$ cat config.mk
export PLATFORM = sky130hd
export DESIGN_NAME = sonic_echo_responder
export DESIGN_NICKNAME = d
export VERILOG_FILES = /design/src/rtl/sonic_pkg.sv /design/src/rtl/sonic_echo_responder_sync_edge_det.sv /design/src/rtl/sonic_echo_responder.sv
export SDC_FILE = /design/constraint.sdc
export NUM_CORES = 1
export LEC_CHECK = 0
export CORE_UTILIZATION = 35
export DETAILED_ROUTE_END_ITERATION = 12
export GPL_TIMING_DRIVEN = 0
export MAX_ROUTING_LAYER = met4
export PLACE_DENSITY = 0.6
export SLEW_MARGIN = 25
export SYNTH_ARGS = -nofsm -noshare
export SYNTH_HDL_FRONTEND = slang
export SYNTH_HIERARCHICAL = 1
export SYNTH_SLANG_ARGS = --single-unit
$ cat constraint.sdc
create_clock -name clk -period 16.8 [get_ports clk]
set_input_delay 3.36 -clock clk [delete_from_list [all_inputs] [get_ports clk]]
set_output_delay 3.36 -clock clk [all_outputs]
set_load 0.02 [all_outputs]
$ cat src/rtl/sonic_pkg.sv
// Shared constants and FSM state encodings for the ultrasonic ranging blocks.
// Used by sonic_echo_responder and the sonic_top initiator.
package sonic_pkg;

    localparam int TRIG_MIN_CYC    = 1000;
    localparam int BURST_DELAY_CYC = 20000;
    localparam int CYC_PER_CM      = 5800;
    localparam int MAX_ECHO_CYC    = 3800000;
    localparam int HOLDOFF_CYC     = 1000000;
    localparam int DIST_W          = 9;

    localparam logic [2:0] ST_IDLE    = 3'd0;
    localparam logic [2:0] ST_TRIG_HI = 3'd1;
    localparam logic [2:0] ST_BURST   = 3'd2;
    localparam logic [2:0] ST_ECHO    = 3'd3;
    localparam logic [2:0] ST_HOLDOFF = 3'd4;

endpackage

$ cat src/rtl/sonic_echo_responder_sync_edge_det.sv
// Two-flop synchroniser with registered rise/fall pulses.
// Ports: clk, rst (sync, active-high), i_sig (async in), o_rise, o_fall.
module sync_edge_det (
    input  logic clk,
    input  logic rst,
    input  logic i_sig,
    output logic o_rise,
    output logic o_fall
);

    logic r_meta;
    logic r_sync;
    logic r_sync_q;
    logic r_rise;
    logic r_fall;

    always_ff @(posedge clk) begin
        if (rst) begin
            r_meta   <= 1'b0;
            r_sync   <= 1'b0;
            r_sync_q <= 1'b0;
            r_rise   <= 1'b0;
            r_fall   <= 1'b0;
        end else begin
            r_meta   <= i_sig;
            r_sync   <= r_meta;
            r_sync_q <= r_sync;
            r_rise   <= r_sync & ~r_sync_q;
            r_fall   <= ~r_sync & r_sync_q;
        end
    end

    assign o_rise = r_rise;
    assign o_fall = r_fall;

endmodule

$ cat src/rtl/sonic_echo_responder.sv
// HC-SR04 emulator: accepts Trig, waits a burst delay, then drives an Echo
// pulse whose width encodes distance_cm. Ports: clk, rst (sync, active-high),
// trig, distance_cm, dist_valid -> echo, busy, trig_err, meas_count.
// Build option SONIC_JITTER_EN adds 0..255 LFSR cycles to each echo width.
module sonic_echo_responder
    import sonic_pkg::*;
#(
    parameter int TRIG_MIN_CYC    = sonic_pkg::TRIG_MIN_CYC,
    parameter int BURST_DELAY_CYC = sonic_pkg::BURST_DELAY_CYC,
    parameter int CYC_PER_CM      = sonic_pkg::CYC_PER_CM,
    parameter int DIST_W          = sonic_pkg::DIST_W,
    parameter int MAX_ECHO_CYC    = sonic_pkg::MAX_ECHO_CYC,
    parameter int HOLDOFF_CYC     = sonic_pkg::HOLDOFF_CYC
) (
    input  logic              clk,
    input  logic              rst,
    input  logic              trig,
    input  logic [DIST_W-1:0] distance_cm,
    input  logic              dist_valid,
    output logic              echo,
    output logic              busy,
    output logic              trig_err,
    output logic [15:0]       meas_count
);

`ifdef SONIC_JITTER_EN
    localparam int ECHO_W = $clog2(MAX_ECHO_CYC + 256);
`else
    localparam int ECHO_W = $clog2(MAX_ECHO_CYC + 1);
`endif
    localparam int HI_W    = $clog2(TRIG_MIN_CYC + 1);
    localparam int DLY_MAX = (BURST_DELAY_CYC > HOLDOFF_CYC) ?
                             BURST_DELAY_CYC : HOLDOFF_CYC;
    localparam int DLY_W   = $clog2(DLY_MAX + 1);

    logic              w_rise;
    logic              w_fall;
    logic [DIST_W-1:0] w_cm;
    logic [ECHO_W-1:0] w_width;

    logic [2:0]        r_state;
    logic [HI_W-1:0]   r_hi_cnt;
    logic [DLY_W-1:0]  r_dly;
    logic [ECHO_W-1:0] r_echo_cnt;
    logic              r_trig_err;
    logic [15:0]       r_meas;

    sync_edge_det u_trig_sync (
        .clk    (clk),
        .rst    (rst),
        .i_sig  (trig),
        .o_rise (w_rise),
        .o_fall (w_fall)
    );

`ifdef SONIC_JITTER_EN
    logic [15:0] r_lfsr;

    always_ff @(posedge clk) begin
        if (rst) begin
            r_lfsr <= 16'hACE1;
        end else begin
            r_lfsr <= {r_lfsr[14:0],
                       r_lfsr[15] ^ r_lfsr[13] ^ r_lfsr[12] ^ r_lfsr[10]};
        end
    end
`endif

    // 0 cm would give a zero-width echo; clamp to 1 cm.
    assign w_cm = (distance_cm == '0) ? DIST_W'(1) : distance_cm;

    always_comb begin
        if (dist_valid) begin
            w_width = ECHO_W'(w_cm) * ECHO_W'(CYC_PER_CM);
        end else begin
            w_width = ECHO_W'(MAX_ECHO_CYC);
        end
`ifdef SONIC_JITTER_EN
        w_width = w_width + ECHO_W'(r_lfsr[7:0]);
`endif
    end

    always_ff @(posedge clk) begin
        if (rst) begin
            r_state    <= ST_IDLE;
            r_hi_cnt   <= '0;
            r_dly      <= '0;
            r_echo_cnt <= '0;
            r_trig_err <= 1'b0;
            r_meas     <= '0;
        end else begin
            r_trig_err <= 1'b0;
            unique case (r_state)
                ST_IDLE: begin
                    if (w_rise) begin
                        r_state  <= ST_TRIG_HI;
                        r_hi_cnt <= HI_W'(1);
                    end
                end
                ST_TRIG_HI: begin
                    if (w_fall) begin
                        if (r_hi_cnt >= HI_W'(TRIG_MIN_CYC)) begin
                            r_state    <= ST_BURST;
                            r_dly      <= DLY_W'(BURST_DELAY_CYC - 1);
                            r_echo_cnt <= w_width;
                        end else begin
                            r_state    <= ST_IDLE;
                            r_trig_err <= 1'b1;
                        end
                    end else if (r_hi_cnt != HI_W'(TRIG_MIN_CYC)) begin
                        r_hi_cnt <= r_hi_cnt + HI_W'(1);
                    end
                end
                ST_BURST: begin
                    if (r_dly == '0) begin
                        r_state <= ST_ECHO;
                    end else begin
                        r_dly <= r_dly - DLY_W'(1);
                    end
                end
                ST_ECHO: begin
                    // Leave on the last high cycle so echo spans exactly
                    // the loaded width.
                    if (r_echo_cnt <= ECHO_W'(1)) begin
                        r_state <= ST_HOLDOFF;
                        r_meas  <= r_meas + 16'd1;
                        r_dly   <= DLY_W'(HOLDOFF_CYC - 1);
                    end else begin
                        r_echo_cnt <= r_echo_cnt - ECHO_W'(1);
                    end
                end
                ST_HOLDOFF: begin
                    if (r_dly == '0) begin
                        r_state <= ST_IDLE;
                    end else begin
                        r_dly <= r_dly - DLY_W'(1);
                    end
                end
                default: begin
                    r_state <= ST_IDLE;
                end
            endcase
        end
    end

    assign echo       = (r_state == ST_ECHO);
    assign busy       = (r_state != ST_IDLE);
    assign trig_err   = r_trig_err;
    assign meas_count = r_meas;

endmodule

# After elaboration in Yosys (flattened, before gate mapping)
# Index checks and enable logic that the tools add are counted.
totals:
  latch_bits: 0
  memories: 0
  mem_bits_ro: 0
  ff_bits: 77
  ramBits: 0
  wordCells: 76
classes:
  shifts: 0
  div: 0
  n_eq_ne: 15
  magnitude_cmp: 2
  n_reduce_logical: 14
  n_mul: 1
  n_bitwise: 6
  n_mux: 23
  n_addsub: 4
op_table:
  columns: ["op", "n"]
  rows:
  - ["two-way mux 22 bit", 4]
  - ["two-way mux 20 bit", 4]
  - ["one-hot mux 20 bit (3 select lines)", 1]
  - ["one-hot mux 22 bit (2 select lines)", 1]
  - ["two-way mux 10 bit", 3]
  - ["less-or-equal comparator 22 x 1 -> 1 bit (second input constant)", 1]
  - ["subtractor 22 x 1 -> 22 bit (second input constant)", 1]
  - ["logical NOT 20 bit", 1]
  - ["one-hot mux 10 bit (2 select lines)", 1]
  - ["subtractor 20 x 1 -> 20 bit (second input constant)", 1]
  - ["multiplier 9 x 10 -> 19 bit (second input constant)", 1]
  - ["adder 16 x 1 -> 16 bit (second input constant)", 1]
  - ["two-way mux 3 bit", 5]
  - ["one-hot mux 3 bit (5 select lines)", 1]
  - ["inequality test 2 bit (second input constant)", 7]
  - ["adder 10 x 1 -> 10 bit (second input constant)", 1]
  - ["greater-or-equal comparator 10 bit (second input constant)", 1]
  - ["inequality test 10 bit (second input constant)", 1]
  - ["AND reduction 5 bit", 2]
  - ["logical NOT 9 bit", 1]
  - ["two-way mux 9 bit", 1]
  - ["AND reduction 4 bit", 2]
  - ["== test 3 x 2 -> 1 bit (second input constant)", 2]
  - ["inequality test 2 x 1 -> 1 bit (second input constant)", 3]
  - ["12 further kinds", 18]

# Depth between registers and ports, before layout
# Gate-level depths: netlist of the first run.
depth:
  ltp_word: 7
  depth_mapped: 21
  depth_no_buf: 21

# By module
# The synthesis of the first run kept the hierarchy.
modules_own_cells:
  columns: ["mod", "seq_area_each_um2", "n_inst", "area_each_um2", "cells_per_inst"]
  rows:
  - ["sonic_echo_responder", 1441.4, 1, 5755.5, 717]
  - ["sync_edge_det", 100.1, 1, 133.9, 10]

# Worst setup path before layout of the first run
# Ideal clock, no wire load.
synth_path:
  path_kind: "input port to flip-flop"
  start: "input port distance_cm[6]"
  end: "register r_echo_cnt[17]"
  t_arrival_ns: 7.824
  path_stages: 21
  required_time_ns: 16.730
  setup_time_ns: 0.070
  n_path_buf: 0
  slack_ns: 8.906
  cell_sequence: "inv_1 > ha_1 > nor4b_1 > nand3b_1 > nor2_1 > nor2_1 > ha_1 > inv_1 > fa_1 > inv_1 > fa_1 > inv_1 > fa_1 > inv_1 > ha_1 > a21oi_1 > nand2_1 > o211a_1 > or4b_2 > a21bo_2 > a21oi_1"
synth_between:
  elab_chain_len: 7
synth_rtl:
  columns: ["element", "line", "text"]
  rows:
  - ["start, declared", "sonic_echo_responder.sv:18", "input logic [DIST_W-1:0] distance_cm,"]
  - ["logical NOT 9 bit", "sonic_echo_responder.sv:70", "assign w_cm = (distance_cm == '0) ? DIST_W'(1) : distance_cm;"]
  - ["two-way mux 9 bit *", "sonic_echo_responder.sv:70", null]
  - ["multiplier 9 x 10 -> 19 bit *", "sonic_echo_responder.sv:74", "w_width = ECHO_W'(w_cm) * ECHO_W'(CYC_PER_CM);"]
  - ["two-way mux 22 bit *", "sonic_echo_responder.sv:73", "if (dist_valid) begin"]
  - ["two-way mux 22 bit *", "sonic_echo_responder.sv:102", "if (r_hi_cnt >= HI_W'(TRIG_MIN_CYC)) begin"]
  - ["two-way mux 22 bit *", "sonic_echo_responder.sv:101", "if (w_fall) begin"]
  - ["one-hot mux 22 bit (2 select lines) *", "sonic_echo_responder.sv:93", "unique case (r_state)"]
  - ["end signal, assigned", "sonic_echo_responder.sv:105", "r_echo_cnt <= w_width;"]
  - ["end signal, assigned", "sonic_echo_responder.sv:129", "r_echo_cnt <= r_echo_cnt - ECHO_W'(1);"]
  - ["end, declared", "sonic_echo_responder.sv:44", "logic [ECHO_W-1:0] r_echo_cnt;"]
# Every way passes the cells marked *; elsewhere a longest branch is shown, timed or not. The select of a mux whose other input is x is not followed.
# A chain may end at the register's enable or synchronous reset.

# Worst setup path in the final report of the first run
# Ends and elaborated chain as after synthesis.

==> run_results.csv, run 1 <==
group,metric,value,unit
run_status,outcome,"complete, no violations",
final_layout,insertedDiodeCount,0,
drt,vias,5362,
placed_design,place.gp.congestion,0.884,
sta,drv_slew,0,
critical_path,cp.required,17.07,ns
logic_synthesis,synth_top_area_frac,0.262,
drt,ant_nets,0,
logic_synthesis,synth_edf_count,0,
drt,wl_per_cell,15.2,µm
floorplanning,std_cell_rows,47,
grt,grt.overflow.total,0,
clocking,cts_root_buf,"clkbuf_16",
clocking,h-tree-depth,3,
drt,wl,15.1,mm
final_layout,fin_nets,849,
floorplanning,dieArea,17400,µm²
clocking,cts_setup_buffers,0,
final_layout,stdcell_count,992,
power,p_leak,0.00276,µW
placed_design,dpl.cell_count,977,
sta,setup_viol,0,
logic_synthesis,avgSynthCellArea,8.10,µm²
drt,drc,0,
grt,grt_pass1_vias,5020,
sta,clock_skew,0.00829,ns
logic_synthesis,syn_area,5890,µm²
floorplanning,ios,32,
power,ir_drop,51.3,µV
power,p_per_area,87.7,nW/µm²
critical_path,cp-start-kind,"primary input",
final_layout,areaGrowthSynthToFinish,15.1,%
drt,initialDrtViolationCount,368,
logic_synthesis,synth_most_common_cell,"dfxtp_1",
logic_synthesis,synth_nets,808,
floorplanning,die_w,132,µm
sta,fin_tns_setup,0,ns
clocking,cts_tree,"yes",
logic_synthesis,ys_types,73,
sta,maxSlewHeadroom,0.336,
placed_design,dp_hpwl,11.2,mm
grt,grt_max_degree,13,
critical_path,cp.arrival,8.93,ns
sta,worst_pin_slew,0.989,ns
run,cap_violations,0,
clocking,clock_latency,0.34,ns
sta,fin_crit,8.66,ns
clocking,cts_made_buffers,9,
floorplanning,start_util,0.356,
critical_path,critPathMaxStageDelay,0.60,ns
logic_synthesis,synthCells,727,
logic_synthesis,synthArstFlopShare,0,
drt,vias_per_cell,5.41,
critical_path,setup.worst_path.end_class,"register",
critical_path,path_max_fanout,6,
floorplanning,dieHeight,132,µm
critical_path,path_cells,"clkdlybuf4s50_1 > inv_1 > ha_1 > nor4b_1 > nand3b_1 > nor2_1 > nor2_1 > ha_1 > inv_1 > fa_1 > inv_1 > fa_1 > inv_1 > fa_1 > inv_1 > ha_1 > a21oi_1 > nand2_1 > o211a_1 > or4b_2 > a21bo_2 > a21oi_1",
logic_synthesis,ys_ff_latch,77,
logic_synthesis,ys_seq_area_frac,0.262,
logic_synthesis,synth-main-ff-cell,"dfxtp_1",
logic_synthesis,synthTopCellsByCount,"dfxtp_1, inv_1, nor2_1, a21oi_1, ha_1",
critical_path,worst_path_most_repeated_cell,"inv_1",
power,finalPower,594,µW
logic_synthesis,synth_area_leaders,"dfxtp_1, ha_1, fa_1",
placed_design,io_buffers,30,
grt,grt_pass1_wl,25.5,mm
clocking,path_clk_slew,0.06,ns
sta,setup_ws,8.14,ns
grt,track_usage,0.186,
clocking,clock_sinks,77,
sta,period_share,0.516,
final_layout,drive_above_1_share,0.0557,
clocking,cts_hold_repair.buffers,0,
sta,rsz0062_at_grt,"no",
final_layout,n_fill_cell,1691,
drt,drtPass1Iterations,5,
logic_synthesis,yosysTopAreaCell,"dfxtp_1",
worst_hold_path,hp-class,"reg -> reg",
clocking,cts_resized,0,
logic_synthesis,yosys_warnings,6,
floorplanning,core,16500,µm²
critical_path,critical_path_class,"in -> reg",
sta,fmax,0.115,GHz
clocking,clk_path_buf_depth,2,
sta,final_hold_viol_count,0,
critical_path,cp_slowest_cell,"or4b_2",
placed_design,place_ws,7.84,ns
grt,antenna_found_initial,0,
==> critical path: cells and delay by family <==
family | cells | cell delay, ns
buf+inv | 6 | 0.90
simple gates | 6 | 1.40
fa+ha+maj | 6 | 2.47
compound gates | 4 | 0.78
==> cell usage in the layout (no fill, tap or decap), types with 27 or more instances in the layout <==
cell              n
a21oi_1          53
clkbuf_1         27
clkdlybuf4s50_1  30
dfxtp_1          77
ha_1             46
inv_1            71
nand2_1          45
nor2_1           68
o21ai_0          45
==> final cells by class <==
class	count	area (µm²)	share of cell area
multi-input cells	548	3960	0.584
repair buffers	30	300	0.0443
inverters	71	267	0.0393
clock buffers	11	233	0.0343
flip-flops and latches	77	1540	0.227
well taps	220	275	0.0406
clock inverters	4	73.8	0.0109
plain buffers	31	131	0.0194
==> registers in the layout (all words and copies together), names as in the netlist <==
register              count
r_echo_cnt               22
u_trig_sync/o_rise        1
meas_count               16
r_state                   3
r_dly                    20
u_trig_sync/r_meta        1
u_trig_sync/r_sync        1
trig_err                  1
u_trig_sync/o_fall        1
u_trig_sync/r_sync_q      1
r_hi_cnt                 10
==> per-layer routing <==
| layer | vias up | wire (µm) | track usage | part of all wire |
|---|---|---|---|---|
| met5 | - | 0 | - | 0 |
| met4 | 0 | 348 | 0.0665 | 0.023 |
| met3 | 26 | 628 | 0.0309 | 0.042 |
| met2 | 129 | 6590 | 0.276 | 0.44 |
| met1 | 2540 | 7500 | 0.254 | 0.50 |
| li1 | 2667 | - | - | - |
==> where the power goes <==
group | switching [µW] | leakage [µW] | internal, µW
Combinational | 121 | 0.00199 | 84.0
Sequential | 0.619 | 0.000621 | 183
Clock | 76.0 | 0.000150 | 129
Total | 198 | 0.00276 | 397
==> through the flow <==
| stage | hold slack (ns) | utilization | area, µm² |
|---|---|---|---|
| after floorplan | 0.387 | - | 5890 |
| after global placement | 0.404 | 0.391 | 6460 |
| after detailed placement | 0.411 | 0.391 | 6460 |
| after CTS | 0.424 | 0.410 | 6770 |
| after global routing | 0.458 | 0.410 | 6780 |
| final | 0.418 | 0.410 | 6780 |
==> final timing paths <==
kind,start,end,slack [ns],cells past startpoint
max,distance_cm[6],r_echo_cnt[17],8.14,22
min,u_trig_sync/r_sync_q,u_trig_sync/o_rise,0.42,1
max reg2reg,r_state[2],r_echo_cnt[17],14.10,8
min reg2reg,u_trig_sync/r_sync_q,u_trig_sync/o_rise,0.42,1
==> cells by family after synthesis <==
logic type	after synthesis	synth area share
AOI/OAI and AO/OA	183	0.202
DFF	77	0.262
muxes	4	0.00701
adders and majority gates	68	0.173
buffers and inverters	102	0.0676
xor gates and xnor gates	35	0.0521
and+or+nand+nor	258	0.238
Note: power is estimated with default switching activity, not from simulation.
==> run 2, diff against run 1 <==
PLACE_DENSITY = 0.62   (was 0.6)
clock period = 7.8 ns   (was 16.8 ns; I/O delays follow)
==> run_results.csv, run 2 (synthesis results as in run 1) <==
group,metric,value,unit
run_status,outcome,"complete, no violations",
final_layout,insertedDiodeCount,0,
final_layout,final_common_cell,"dfxtp_1",
worst_hold_path,hp-start,"u_trig_sync/r_sync_q",
final_layout,regMostFlops,"r_echo_cnt",
critical_path,r2r-start,"r_state[2]",
sta,drv_slew,0,
critical_path,cp.required,8.07,ns
drt,initialDrtViolationCount,366,
final_layout,areaGrowthSynthToFinish,15.4,%
clocking,cts_resized,0,
critical_path,path_max_fanout,6,
clocking,cts_hold_repair.buffers,0,
drt,vias_per_cell,5.41,
critical_path,regToRegSetupSlack,5.05,ns
critical_path,cp.arrival,7.08,ns
floorplanning,ios,32,
sta,rsz0062_at_grt,"no",
power,ir_drop,129,µV
floorplanning,std_cell_rows,47,
final_layout,stdcell_count,993,
critical_path,reg2regPathDepth,8,
final_layout,drive_above_1_share,0.0595,
final_layout,mostFrequentLayoutCells,"dfxtp_1, inv_1, nor2_1",
final_layout,largest_reg_flops,22,
clocking,path_clk_slew,0.06,ns
clocking,clock_latency,0.34,ns
drt,wl_per_cell,15.0,µm
placed_design,place.gp.congestion,0.914,
drt,drtPass1Iterations,7,
worst_hold_path,hp-class,"reg -> reg",
sta,fin_tns_setup,0,ns
critical_path,worst_path_most_repeated_cell,"inv_1",
clocking,cts_tree,"yes",
critical_path,cp-start-kind,"primary input",
sta,fin_crit,6.81,ns
worst_hold_path,holdPathStages,1,
floorplanning,dieHeight,132,µm
critical_path,worstReg2RegEnd,"r_echo_cnt[17]",
clocking,h-tree-depth,3,
grt,grt.overflow.total,0,
sta,setup_viol,0,
clocking,cts_made_buffers,9,
floorplanning,die_w,132,µm
placed_design,dpl.cell_count,977,
final_layout,fin_nets,849,
drt,drc,0,
placed_design,dp_hpwl,11.0,mm
sta,final_hold_viol_count,0,
sta,worst_pin_slew,1.03,ns
critical_path,path_cells,"clkdlybuf4s50_1 > inv_1 > ha_1 > nor4b_1 > nand3b_1 > nor2_1 > nor2_1 > ha_1 > inv_1 > fa_1 > inv_1 > fa_1 > inv_1 > fa_1 > inv_1 > ha_1 > a21oi_1 > nand2_1 > o211a_1 > or4b_2 > a21bo_2 > a21oi_1",
grt,grt_pass1_wl,24.6,mm
sta,period_share,0.873,
grt,track_usage,0.179,
critical_path,critical_path_class,"in -> reg",
drt,wl,14.9,mm
grt,grt_max_degree,15,
final_layout,n_fill_cell,1687,
placed_design,io_buffers,30,
grt,antenna_found_initial,0,
worst_hold_path,holdPathEnd,"u_trig_sync/o_rise",
floorplanning,core,16500,µm²
sta,maxSlewHeadroom,0.310,
floorplanning,start_util,0.356,
grt,grt_pass1_vias,4918,
clocking,clock_sinks,77,
critical_path,setup.worst_path.end_class,"register",
critical_path,crit_buf_inv,6,
clocking,cts_setup_buffers,0,
critical_path,cp_slowest_cell,"or4b_2",
sta,clock_skew,0.00601,ns
power,p_leak,0.00277,µW
drt,ant_nets,0,
critical_path,crit_family,"adder cells",
clocking,cts_root_buf,"clkbuf_16",
clocking,clk_path_buf_depth,2,
run,cap_violations,0,
drt,vias,5368,
sta,fmax,0.147,GHz
floorplanning,dieArea,17400,µm²
power,p_per_area,190,nW/µm²
critical_path,critPathMaxStageDelay,0.60,ns
[run 2: layout make-up]
type / instances / area [µm²] / share of cell area
clock buffers: 9 / 225 / 0.0331
inverters: 71 / 267 / 0.0392
repair buffers: 30 / 300 / 0.0442
flip-flops and latches: 77 / 1540 / 0.227
clock inverters: 7 / 98.8 / 0.0145
plain buffers: 31 / 131 / 0.0193
well taps: 220 / 275 / 0.0405
multi-input cells: 548 / 3960 / 0.582
[run 2: worst register-to-register path: cells and delay by family (launching register included)]
family | cells | cell delay [ns]
AND/OR/NAND/NOR | 4 | 1.45
flip-flops | 1 | 0.31
AO/OA/AOI/OAI | 2 | 0.39
buffers and inverters | 2 | 0.55
[run 2: worst max path at each step]
stage / to / cells past startpoint / from / slack (ns)
finish: r_echo_cnt[17] / 22 / distance_cm[6] / 0.99
global route: r_echo_cnt[17] / 22 / distance_cm[6] / 0.63
CTS: r_echo_cnt[17] / 22 / distance_cm[6] / 1.01
detailed placement: r_echo_cnt[17] / 22 / distance_cm[6] / 0.64
global placement: r_echo_cnt[17] / 22 / distance_cm[6] / 0.67
floorplan: r_echo_cnt[17] / 21 / distance_cm[6] / 1.71
[run 2: power by group]
group | switching (µW) | total [µW] | internal [µW]
sequential | 1.29 | 396 | 395
clock | 177 | 459 | 282
combinational | 259 | 438 | 179
[run 2: metal layers]
layer,track usage,up-vias,part of all wire
met2,0.272,134,0.44
li1,-,2678,-
met3,0.0274,21,0.048
met4,0.0601,0,0.018
met5,-,-,0
met1,0.242,2535,0.49
[run 2: through the flow]
stage | hold slack (ns) | setup WS, ns | area [µm²] | total power [µW] | util
4_1_cts | 0.421 | 1.01 | 6790 | 1300 | 0.411
3_3_place_gp | 0.418 | 0.670 | 6460 | 839 | 0.391
3_5_place_dp | 0.405 | 0.642 | 6460 | 839 | 0.391
6_report | 0.419 | 0.992 | 6790 | 1290 | 0.411
5_1_grt | 0.452 | 0.626 | 6790 | 1370 | 0.411
2_1_floorplan | 0.387 | 1.71 | 5890 | 736 | -
==> run 3, diff against run 2 <==
CORE_MARGIN = 2   (was not set)
==> run_results.csv, run 3 (synthesis results as in run 1) <==
group,metric,value,unit
sta,fmax,0.147,GHz
grt,track_usage,0.174,
power,p_per_area,195,nW/µm²
clocking,cts_resized,0,
critical_path,startpoint,"distance_cm[6]",
critical_path,r2r-start,"r_echo_cnt[0]",
drt,drc,0,
floorplanning,core,16500,µm²
placed_design,dp_hpwl,11.0,mm
power,ir_drop,125,µV
critical_path,path_cells,"clkdlybuf4s50_1 > inv_1 > ha_1 > nor4b_1 > nand3b_1 > nor2_1 > nor2_1 > ha_1 > inv_1 > fa_1 > inv_1 > fa_1 > inv_1 > fa_1 > inv_1 > ha_1 > a21oi_1 > nand2_1 > o211a_1 > or4b_2 > a21bo_2 > a21oi_1",
clocking,cts_hold_repair.buffers,0,
critical_path,cp-start-kind,"primary input",
floorplanning,ios,32,
final_layout,final_core_util,0.413,
drt,vias,5348,
final_layout,mostFrequentLayoutCells,"dfxtp_1, inv_1, nor2_1",
grt,antenna_found_initial,0,
grt,grt.overflow.total,0,
grt,grt_max_degree,13,
final_layout,insertedDiodeCount,0,
drt,initialDrtViolationCount,356,
final_layout,largest_reg_flops,22,
floorplanning,dieHeight,134,µm
floorplanning,start_util,0.356,
critical_path,critical_path_class,"in -> reg",
sta,fin_tns_setup,0,ns
clocking,path_clk_slew,0.06,ns
worst_hold_path,hp-class,"reg -> reg",
floorplanning,std_cell_rows,47,
clocking,h-tree-depth,3,
final_layout,areaGrowthSynthToFinish,15.8,%
placed_design,place_ws,0.648,ns
sta,clock_skew,0.0111,ns
final_layout,fin_nets,849,
sta,setup_ws,1.01,ns
final_layout,drive_above_1_share,0.0583,
critical_path,path_max_fanout,6,
sta,setup_viol,0,
final_layout,final_common_cell,"dfxtp_1",
final_layout,n_fill_cell,1683,
power,p_leak,0.00278,µW
sta,drv_slew,0,
clocking,cts_made_buffers,9,
run_status,outcome,"complete, no violations",
critical_path,cp.required,8.07,ns
floorplanning,die_w,134,µm
sta,maxSlewHeadroom,0.308,
floorplanning,dieArea,17900,µm²
drt,wl_per_cell,15.0,µm
critical_path,worst_path_most_repeated_cell,"inv_1",
clocking,clock_latency,0.34,ns
critical_path,setup.worst_path.end_class,"register",
critical_path,cp_slowest_cell,"or4b_2",
clocking,clock_sinks,77,
critical_path,cp.arrival,7.06,ns
run,cap_violations,0,
clocking,cts_setup_buffers,0,
sta,period_share,0.871,
placed_design,place.gp.congestion,0.891,
drt,drtPass1Iterations,5,
sta,fin_crit,6.79,ns
worst_hold_path,hp-start,"u_trig_sync/r_sync_q",
drt,ant_nets,0,
drt,vias_per_cell,5.39,
placed_design,io_buffers,30,
critical_path,critPathMaxStageDelay,0.61,ns
final_layout,regMostFlops,"r_echo_cnt",
grt,grt_pass1_wl,24.6,mm
sta,worst_pin_slew,1.03,ns
clocking,cts_tree,"yes",
sta,final_hold_viol_count,0,
clocking,clk_path_buf_depth,2,
clocking,cts_root_buf,"clkbuf_16",
grt,grt_pass1_vias,4875,
sta,rsz0062_at_grt,"no",
drt,wl,14.9,mm
[run 3: path summary, 6_finish.rpt]
path | to | slack [ns] | cells past startpoint
max | r_echo_cnt[17] | 1.01 | 22
min | u_trig_sync/o_rise | 0.43 | 1
max reg2reg | r_echo_cnt[20] | 5.02 | 8
min reg2reg | u_trig_sync/o_rise | 0.43 | 1
[run 3: final cells by class]
cell class,instances,area [µm²],share of cell area
clock inverters,4,95.1,0.0139
repair buffers,30,300,0.0440
well taps,220,275,0.0404
clock buffers,11,253,0.0371
plain buffers,31,131,0.0193
flip-flops and latches,77,1540,0.226
inverters,71,267,0.0391
multi-input cells,548,3960,0.580
[run 3: per-layer routing]
layer / vias to the layer above / part of all wire / routed length, µm / track usage
met5: - / 0 / 0 / -
met4: 0 / 0.013 / 187 / 0.0349
met3: 17 / 0.049 / 729 / 0.0339
met2: 152 / 0.44 / 6620 / 0.270
met1: 2501 / 0.49 / 7350 / 0.239
li1: 2678 / - / - / -
[run 3: critical path: cells and delay by family]
kind | cells | cell delay [ns]
AO/OA/AOI/OAI | 4 | 0.77
AND/OR/NAND/NOR | 6 | 1.38
buffers and inverters | 6 | 0.88
adder cells (fa/ha/maj) | 6 | 2.46
[run 3: where the power goes]
part | internal [µW] | leakage [µW] | switching, µW
clock | 328 | 0.000172 | 170
sequential | 395 | 0.000621 | 1.27
combinational | 180 | 0.00199 | 257
[run 3: metrics by stage]
stage / cell area [µm²] / hold slack [ns] / cells / total power, µW
after floorplan: 5890 / 0.387 / 727 / 736
after global placement: 6460 / 0.415 / 977 / 838
after detailed placement: 6460 / 0.416 / 977 / 839
after CTS: 6810 / 0.432 / 992 / 1340
after global routing: 6820 / 0.454 / 992 / 1410
final: 6820 / 0.429 / 992 / 1330
